## src/rtl/switch_scheduler.sv

```systemverilog
// switch_scheduler: matches pending core send/recv requests and grants one Switch transfer per cycle, round-robin by sender
//   clock, reset                 posedge clock, asynchronous active-high reset
//   send_ready, send_core_idx    per-core send request and its destination core
//   recv_request, recv_core_idx  per-core receive request and the source core it waits on
//   send_ok, recv_ready          one-cycle completion pulses for the granted sender/receiver
//   send_busy, recv_busy         per-core pending-request flags
//   grant_valid, grant_src/dst   registered grant and Switch mux selects (selects hold when idle)
//   idx_err                      one-cycle pulse when an out-of-range index is dropped
module switch_scheduler #(
    parameter int CORE_SIZE      = 3,
    parameter int CORE_ADDR_SIZE = $clog2(CORE_SIZE)
) (
    input  logic                                     clock,
    input  logic                                     reset,
    input  logic [CORE_SIZE-1:0]                     send_ready,
    input  logic [CORE_SIZE-1:0][CORE_ADDR_SIZE-1:0] send_core_idx,
    input  logic [CORE_SIZE-1:0]                     recv_request,
    input  logic [CORE_SIZE-1:0][CORE_ADDR_SIZE-1:0] recv_core_idx,
    output logic [CORE_SIZE-1:0]                     send_ok,
    output logic [CORE_SIZE-1:0]                     recv_ready,
    output logic [CORE_SIZE-1:0]                     send_busy,
    output logic [CORE_SIZE-1:0]                     recv_busy,
    output logic                                     grant_valid,
    output logic [CORE_ADDR_SIZE-1:0]                grant_src,
    output logic [CORE_ADDR_SIZE-1:0]                grant_dst,
    output logic                                     idx_err
);
    logic [CORE_SIZE-1:0][CORE_ADDR_SIZE-1:0] dst, src, partner;
    logic [CORE_SIZE-1:0][CORE_SIZE-1:0]      partner_oh;
    logic [CORE_SIZE-1:0]                     elig, send_bad, recv_bad, send_cap, recv_cap, win_s_oh, win_d_oh;
    logic [CORE_ADDR_SIZE-1:0]                rr_ptr, rr_next, win_s, win_d;
    logic                                     found, err_next;
    int                                       k;

    // Each sender has at most one eligible receiver, so partner[s] is unique when elig[s] is set.
    always_comb begin
        elig       = '0;
        partner    = '0;
        partner_oh = '0;
        send_bad   = '0;
        recv_bad   = '0;
        for (int s = 0; s < CORE_SIZE; s++) begin
            send_bad[s] = int'(send_core_idx[s]) >= CORE_SIZE;
            recv_bad[s] = int'(recv_core_idx[s]) >= CORE_SIZE;
            for (int d = 0; d < CORE_SIZE; d++) begin
                if (send_busy[s] && recv_busy[d] && dst[s] == CORE_ADDR_SIZE'(d) && src[d] == CORE_ADDR_SIZE'(s)) begin
                    elig[s]          = 1'b1;
                    partner[s]       = CORE_ADDR_SIZE'(d);
                    partner_oh[s][d] = 1'b1;
                end
            end
        end
    end

    // A requester whose busy bit is set (including the cycle it clears) is blocked.
    always_comb begin
        send_cap = send_ready & ~send_busy & ~send_bad;
        recv_cap = recv_request & ~recv_busy & ~recv_bad;
        err_next = |(send_ready & ~send_busy & send_bad) | |(recv_request & ~recv_busy & recv_bad);
    end

    always_comb begin
        found    = 1'b0;
        win_s    = '0;
        win_d    = '0;
        win_s_oh = '0;
        win_d_oh = '0;
        k        = 0;
        for (int i = 0; i < CORE_SIZE; i++) begin
            k = (int'(rr_ptr) + i) % CORE_SIZE;
            if (!found && elig[k]) begin
                found       = 1'b1;
                win_s       = CORE_ADDR_SIZE'(k);
                win_d       = partner[k];
                win_s_oh[k] = 1'b1;
                win_d_oh    = partner_oh[k];
            end
        end
        rr_next = (win_s == CORE_ADDR_SIZE'(CORE_SIZE - 1)) ? '0 : win_s + 1'b1;
    end

    always_ff @(posedge clock or posedge reset) begin
        if (reset) begin
            dst         <= '0;
            src         <= '0;
            send_busy   <= '0;
            recv_busy   <= '0;
            send_ok     <= '0;
            recv_ready  <= '0;
            grant_valid <= 1'b0;
            grant_src   <= '0;
            grant_dst   <= '0;
            idx_err     <= 1'b0;
            rr_ptr      <= '0;
        end else begin
            send_busy   <= (send_busy & ~win_s_oh) | send_cap;
            recv_busy   <= (recv_busy & ~win_d_oh) | recv_cap;
            send_ok     <= win_s_oh;
            recv_ready  <= win_d_oh;
            grant_valid <= found;
            idx_err     <= err_next;
            if (found) begin
                grant_src <= win_s;
                grant_dst <= win_d;
                rr_ptr    <= rr_next;
            end
            for (int s = 0; s < CORE_SIZE; s++) begin
                if (send_cap[s]) dst[s] <= send_core_idx[s];
                if (recv_cap[s]) src[s] <= recv_core_idx[s];
            end
        end
    end
endmodule

```

## config.mk

```make
export PLATFORM = sky130hd
export DESIGN_NAME = switch_scheduler
export DESIGN_NICKNAME = d
export VERILOG_FILES = /design/src/rtl/switch_scheduler.sv
export SDC_FILE = /design/constraint.sdc
export NUM_CORES = 1
export LEC_CHECK = 0
export ABC_AREA = 1
export CAP_MARGIN = 10
export CORE_ASPECT_RATIO = 1.75
export CORE_MARGIN = 2
export CORE_UTILIZATION = 37
export CTS_BUF_LIST = sky130_fd_sc_hd__clkbuf_16
export DETAILED_ROUTE_END_ITERATION = 8
export SLEW_MARGIN = 20
export SYNTH_ARGS = -nofsm -noshare
export SYNTH_HDL_FRONTEND = slang
export SYNTH_SLANG_ARGS = --single-unit
```

## constraint.sdc

```tcl
create_clock -name clock -period 2.1 [get_ports clock]
set_clock_uncertainty 0.2 [all_clocks]
set_input_delay 0.42 -clock clock [delete_from_list [all_inputs] [get_ports clock]]
set_output_delay 0.42 -clock clock [all_outputs]
set_load 0.1 [all_outputs]
```

==> impl_metrics.yaml, run 1 <==
outcome:
  run_status: "finished clean"
finish:
  num_antenna_cells: 0
  multiInputGateArea_mm2: 0.00117
  fill_cells: 519
  fin_util: 0.574
  seqCellArea_um2: 810
  drive_above_1_share: 0.327
  area_growth_pct: 51.8
  fin_nets: 365
synth:
  synthFlopType: "dfrtp_1"
  synth-edff-count: 0
  yosysUniqueCellTypes: 35
  synth-seq-cells: 32
  synthTopCellsByCount: "69 x nand2_1, 33 x inv_1, 32 x dfrtp_1, 32 x nor2_1, 16 x nand3_1"
  ys_warn_count: 0
  synth_top_area_share: 0.389
  yosysMostFrequentCell: "nand2_1"
  netlist_top_cells_area: "dfrtp_1 39%, nand2_1 13%, inv_1 6.0%, nor2_1 5.8%, nand3_2 4.4%"
  synth_area_mm2: 0.00206
  syn_inst: 267
  ys_seq_area_frac: 0.389
  syn_area_per_cell_um2: 7.72
  syn_nets: 291
  yosysTopAreaCell: "dfrtp_1"
  async_reset_ff_frac: 1.00
hold_path:
  worstHoldPathType: "input port to async pin"
route:
  drtIter0Drc: 78
  avgRoutedWirePerCell_um: 14.1
  vias: 2117
  final_antenna_net_count: 0
  routed_wl_um: 5910
  vias_per_cell: 5.06
  first_pass_iters: 6
  drcViolationCount: 0
cts:
  clk_latency_ps: 270
  cts_buffers: 5
  cts-root-buf: "clkbuf_16"
  cts_htree_levels: 2
  clk_pin_slew_ps: 50
  cts_tree: "done"
  clock-sinks: 32
  clock_path_buffers: 2
  postCtsHoldBufs: 0
grt:
  grt_max_degree: 33
  grt_pass1_wl_um: 9710
  grt_overflow: 0
  grt_pass1_vias: 2001
  grt_antenna_before_repair: 0
  track_usage: 0.213
timing:
  maxSlewViolCount: 0
  setup_viol: 0
  timing.hold.ws_ps: 324
  relSlewSlack: 0.735
  fmax_ghz: 0.498
  fin_crit_ps: 2010
  period_share: 0.957
  worst_pin_slew_ps: 398
  finalHoldViolCount: 0
placed_design:
  io_buffers: 37
  gp_congestion: 0.930
  dp_hpwl_um: 4750
die:
  core_area_mm2: 0.00545
  io_pins: 38
  fp-row-count: 36
  dieArea_mm2: 0.00621
  die_w_um: 60.4
  dieHeight_um: 103
  initial_core_util: 0.378
worst_setup_path:
  critPathMaxFanout: 5
  endpoint_kind: "flop"
  cp_slowest_cell: "dfrtp_1"
  crit_top_cell: "nand2_1"
  cp_cell_sequence: "nor2_1, nand4_2, nand3_4, nand2_1, nand2_1, nand2_4, nor2_4, nand2_1, nand2_1, inv_1, nand3_1, nand2_1"
  critPathRequiredTime_ps: 2060
  slowest_delay_ps: 430
  crit_family: "simple AND/OR/NAND/NOR gates"
  critPathBufInv: 1
  crit_arrival_ps: 1970
  crit_type: "flop to flop"
  critPathLaunchType: "flop"
job:
  maxCapViolCount: 0
state kept, by name, indices dropped and copies added (netlist names):
| register | flops |
|---|---|
| dst | 6 |
| grant_dst | 2 |
| grant_src | 2 |
| grant_valid | 1 |
| idx_err | 1 |
| recv_busy | 3 |
| recv_ready | 3 |
| rr_ptr | 2 |
| send_busy | 3 |
| send_ok | 3 |
| src | 6 |
layout make-up:
type / count / area share
clock buffers: 5 / 0.0400
repair buffers: 69 / 0.242
flip-flops and latches: 32 / 0.259
well taps: 76 / 0.0304
clock inverters: 3 / 0.00480
multi-input cells: 192 / 0.373
inverters: 41 / 0.0508
worst min-delay path: cells and delay by family:
family | cells | cell delay (ps)
buf+inv | 3 | 790
worst paths after layout:
kind	start	endpoint	slack [ps]	depth (start not counted)
min in group clock	grant_src[0]$_DFFE_PP0P_	grant_src[0]$_DFFE_PP0P_	330	2
max reg2reg	dst[4]$_DFFE_PP0P_	send_busy[0]$_DFF_PP0_	90	12
max	dst[4]$_DFFE_PP0P_	send_busy[0]$_DFF_PP0_	90	12
max in group asynchronous	reset	send_busy[0]$_DFF_PP0_	1060	3
min	reset	send_ok[2]$_DFF_PP0_	320	3
min reg2reg	grant_src[0]$_DFFE_PP0P_	grant_src[0]$_DFFE_PP0P_	330	2
cells in the final DEF (no fill, tap or decap), drive strengths merged, types with 2 or more instances in the layout:
| master | instances |
|---|---|
| nand2 | 73 |
| buf | 50 |
| inv | 41 |
| nor2 | 41 |
| dfrtp | 32 |
| nand3 | 26 |
| clkdlybuf4s50 | 19 |
| a21oi | 9 |
| o21ai | 9 |
| nand4 | 9 |
| clkbuf | 5 |
| mux2 | 4 |
| ha | 4 |
| a31oi | 3 |
| clkinv | 2 |
| nand3b | 2 |
| o211ai | 2 |
| o221ai | 2 |
| nor3 | 2 |
metrics by stage:
| stage | instances | setup slack [ps] | setup TNS (ps) | cell area, um2 |
|---|---|---|---|---|
| after floorplan | 267 | 14.5 | 0 | 2070 |
| after CTS | 407 | 35.2 | 0 | 2970 |
| after detailed placement | 399 | -5.39 | -8.50 | 2830 |
| final | 418 | 90.3 | 0 | 3130 |
| after global routing | 418 | -48.1 | -108 | 3130 |
| after global placement | 399 | 28.6 | 0 | 2830 |
routing by layer:
metal	global-route usage	up-vias	wire length, um
li1	-	1018	-
met3	0.0376	32	201
met2	0.397	71	3380
met1	0.219	996	1980
met5	0	-	0
met4	0.109	0	350
cells by family (layout without fill, tap and decap cells):
kind of cell | after synthesis | after routing | share of synthesized area
AND/OR/NAND/NOR | 153 | 153 | 0.393
buffers and inverters | 43 | 118 | 0.0801
flip-flops | 32 | 32 | 0.389
AO/OA/AOI/OAI | 31 | 31 | 0.0917
adder cells (fa/ha/maj) | 4 | 4 | 0.0243
multiplexers | 4 | 4 | 0.0219
timing repair:
item / in CTS / in global routing
setup buffers: 0 / 11
setup endpoints to repair: 2 / 11
gates resized for setup: 1 / 18
pin swaps: 0 / 4
Power of run 1 is not shown: default switching activity piles up to over one toggle a cycle in this logic, so the estimate is an artifact.
==> run 2, diff against run 1 <==
--- a/config.mk
+++ b/config.mk
@@ -9,9 +9,10 @@
 export CAP_MARGIN = 10
 export CORE_ASPECT_RATIO = 1.75
 export CORE_MARGIN = 2
-export CORE_UTILIZATION = 37
+export CORE_UTILIZATION = 30
 export CTS_BUF_LIST = sky130_fd_sc_hd__clkbuf_16
 export DETAILED_ROUTE_END_ITERATION = 8
+export DONT_BUFFER_PORTS = 1
 export SLEW_MARGIN = 20
 export SYNTH_ARGS = -nofsm -noshare
 export SYNTH_HDL_FRONTEND = slang
==> run 2 against run 1 <==
  * Via count decreased by 6.8%
  * First-iteration DRC count increased by 29%
  * Critical path depth unchanged
  * Hold slack got worse by 240 ps
  * Register-to-register slack got worse by 50 ps
  * Sequential cell count unchanged
  * Non-clock buffer count decreased by 22
  * Design area decreased by 12%
  * Die area increased by 22%
  * Largest cell class unchanged
==> impl_metrics.yaml, run 2 (synthesis gave the netlist of run 1 again) <==
outcome:
  run_status: "finished clean"
finish:
  area_growth_pct: 34.0
  stdcell_count: 404
  drive_above_1_share: 0.359
  layout_common_cells: "66 x nand2_1, 45 x buf_4, 31 x inv_1"
  layout_commonest_cell: "nand2_1"
  top_regs: "dst (6), src (6)"
  num_antenna_cells: 0
  fin_nets: 343
  fin_util: 0.409
cts:
  clk_pin_slew_ps: 50
  clock-sinks: 32
  cts-root-buf: "clkbuf_16"
  clk_latency_ps: 280
  cts_tree: "done"
  clock_path_buffers: 2
  cts_buffers: 5
  cts_htree_levels: 2
route:
  vias: 1974
  avgRoutedWirePerCell_um: 15.0
  drcViolationCount: 0
  first_pass_iters: 4
  final_antenna_net_count: 0
  routed_wl_um: 6040
  drtIter0Drc: 101
  vias_per_cell: 4.89
grt:
  track_usage: 0.174
  grt_antenna_before_repair: 0
  use_met1: 0.153
  grt_overflow: 0
  top_usage_layer: "met2"
  grt_pass1_wl_um: 9500
  grt_use_met3: 0.0306
  use_met2: 0.322
  grt_max_degree: 33
  grt_pass1_vias: 2055
timing:
  fin_crit_ps: 2060
  fin_setup_tns_ps: 0
  finalWorstSetupSlack_ps: 42.3
  worst_pin_slew_ps: 411
  finalHoldViolCount: 0
  maxSlewViolCount: 0
  fmax_ghz: 0.486
  setup_viol: 0
  relSlewSlack: 0.725
  rsz0062_at_grt: "yes"
  period_share: 0.980
worst_setup_path:
  critPathMaxFanout: 4
  endpoint_kind: "flop"
  critPathRequiredTime_ps: 2070
  critPathLaunchType: "flop"
  crit_arrival_ps: 2030
  crit_type: "flop to flop"
die:
  dieArea_mm2: 0.00757
  dieHeight_um: 114
  io_pins: 38
  fp-row-count: 40
  die_w_um: 66.7
  initial_core_util: 0.305
  core_area_mm2: 0.00676
placed_design:
  dp.cells: 389
  post-place-ws_ps: -112
  io_buffers: 0
  gp_congestion: 1.01
  dp_hpwl_um: 4940
hold_path:
  worstHoldPathType: "input port to flop"
job:
  maxCapViolCount: 0
[run 2: cell types whose count changed in the layout (fill, tap and decap cells not counted), sizes merged]
cell	before	now
buf	50	46
bufinv	0	1
clkdlybuf4s50	19	0
clkinvlp	1	0
dlygate4sd3	0	1
[run 2: critical path, stage by stage, from the launching register on]
cell and delay, ps:
dfrtp_2 440, inv_2 80, ha_2 190, buf_6 110, nand4_2 130, nand3_4 100, nand2_4 80, inv_4 70
nand2_4 60, nor2_4 200, nand2_1 140, nand3_1 110, nand2_1 50
[run 2: layer usage]
metal	vias up	wire [um]
met3	33	162
met5	-	0
met1	915	1890
met2	52	3520
li1	974	-
met4	0	469
[run 2: repair_timing]
action                                 4_1_cts  5_1_grt
setup endpoints to repair                   12       14
gates resized for setup                      3       20
endpoints found under the hold margin       32        0
hold buffers                                 1        0
setup buffers                                0        6
pin swaps                                    0        5
[run 2: cell type report]
type,instances,area [um2]
Tap cell,84,105
Sequential cell,32,810
Timing Repair Buffer,47,359
Multi-Input combinational cell,192,1160
Fill cell,727,4000
Clock inverter,3,38.8
Inverter,41,159
Clock buffer,5,125
[run 2: worst paths after layout]
path / start / depth (start not counted) / slack [ps] / to
max: rr_ptr[1]$_DFFE_PP0P_ / 12 / 40 / recv_busy[2]$_DFF_PP0_
min: recv_core_idx[1] / 1 / 80 / src[1]$_DFFE_PP0P_
max reg2reg: rr_ptr[1]$_DFFE_PP0P_ / 12 / 40 / recv_busy[2]$_DFF_PP0_
min reg2reg: grant_src[0]$_DFFE_PP0P_ / 2 / 290 / grant_src[0]$_DFFE_PP0P_
max in group asynchronous: reset / 3 / 900 / recv_busy[1]$_DFF_PP0_
min in group asynchronous: reset / 3 / 470 / grant_dst[0]$_DFFE_PP0P_
[run 2: stage by stage]
stage,hold slack (ps),area [um2]
after detailed placement,218,2460
final,84.7,2760
after CTS,80.4,2650
after global placement,219,2460
after floorplan,298,2070
after global routing,78.9,2760
Power of run 2 is left out for the same reason.
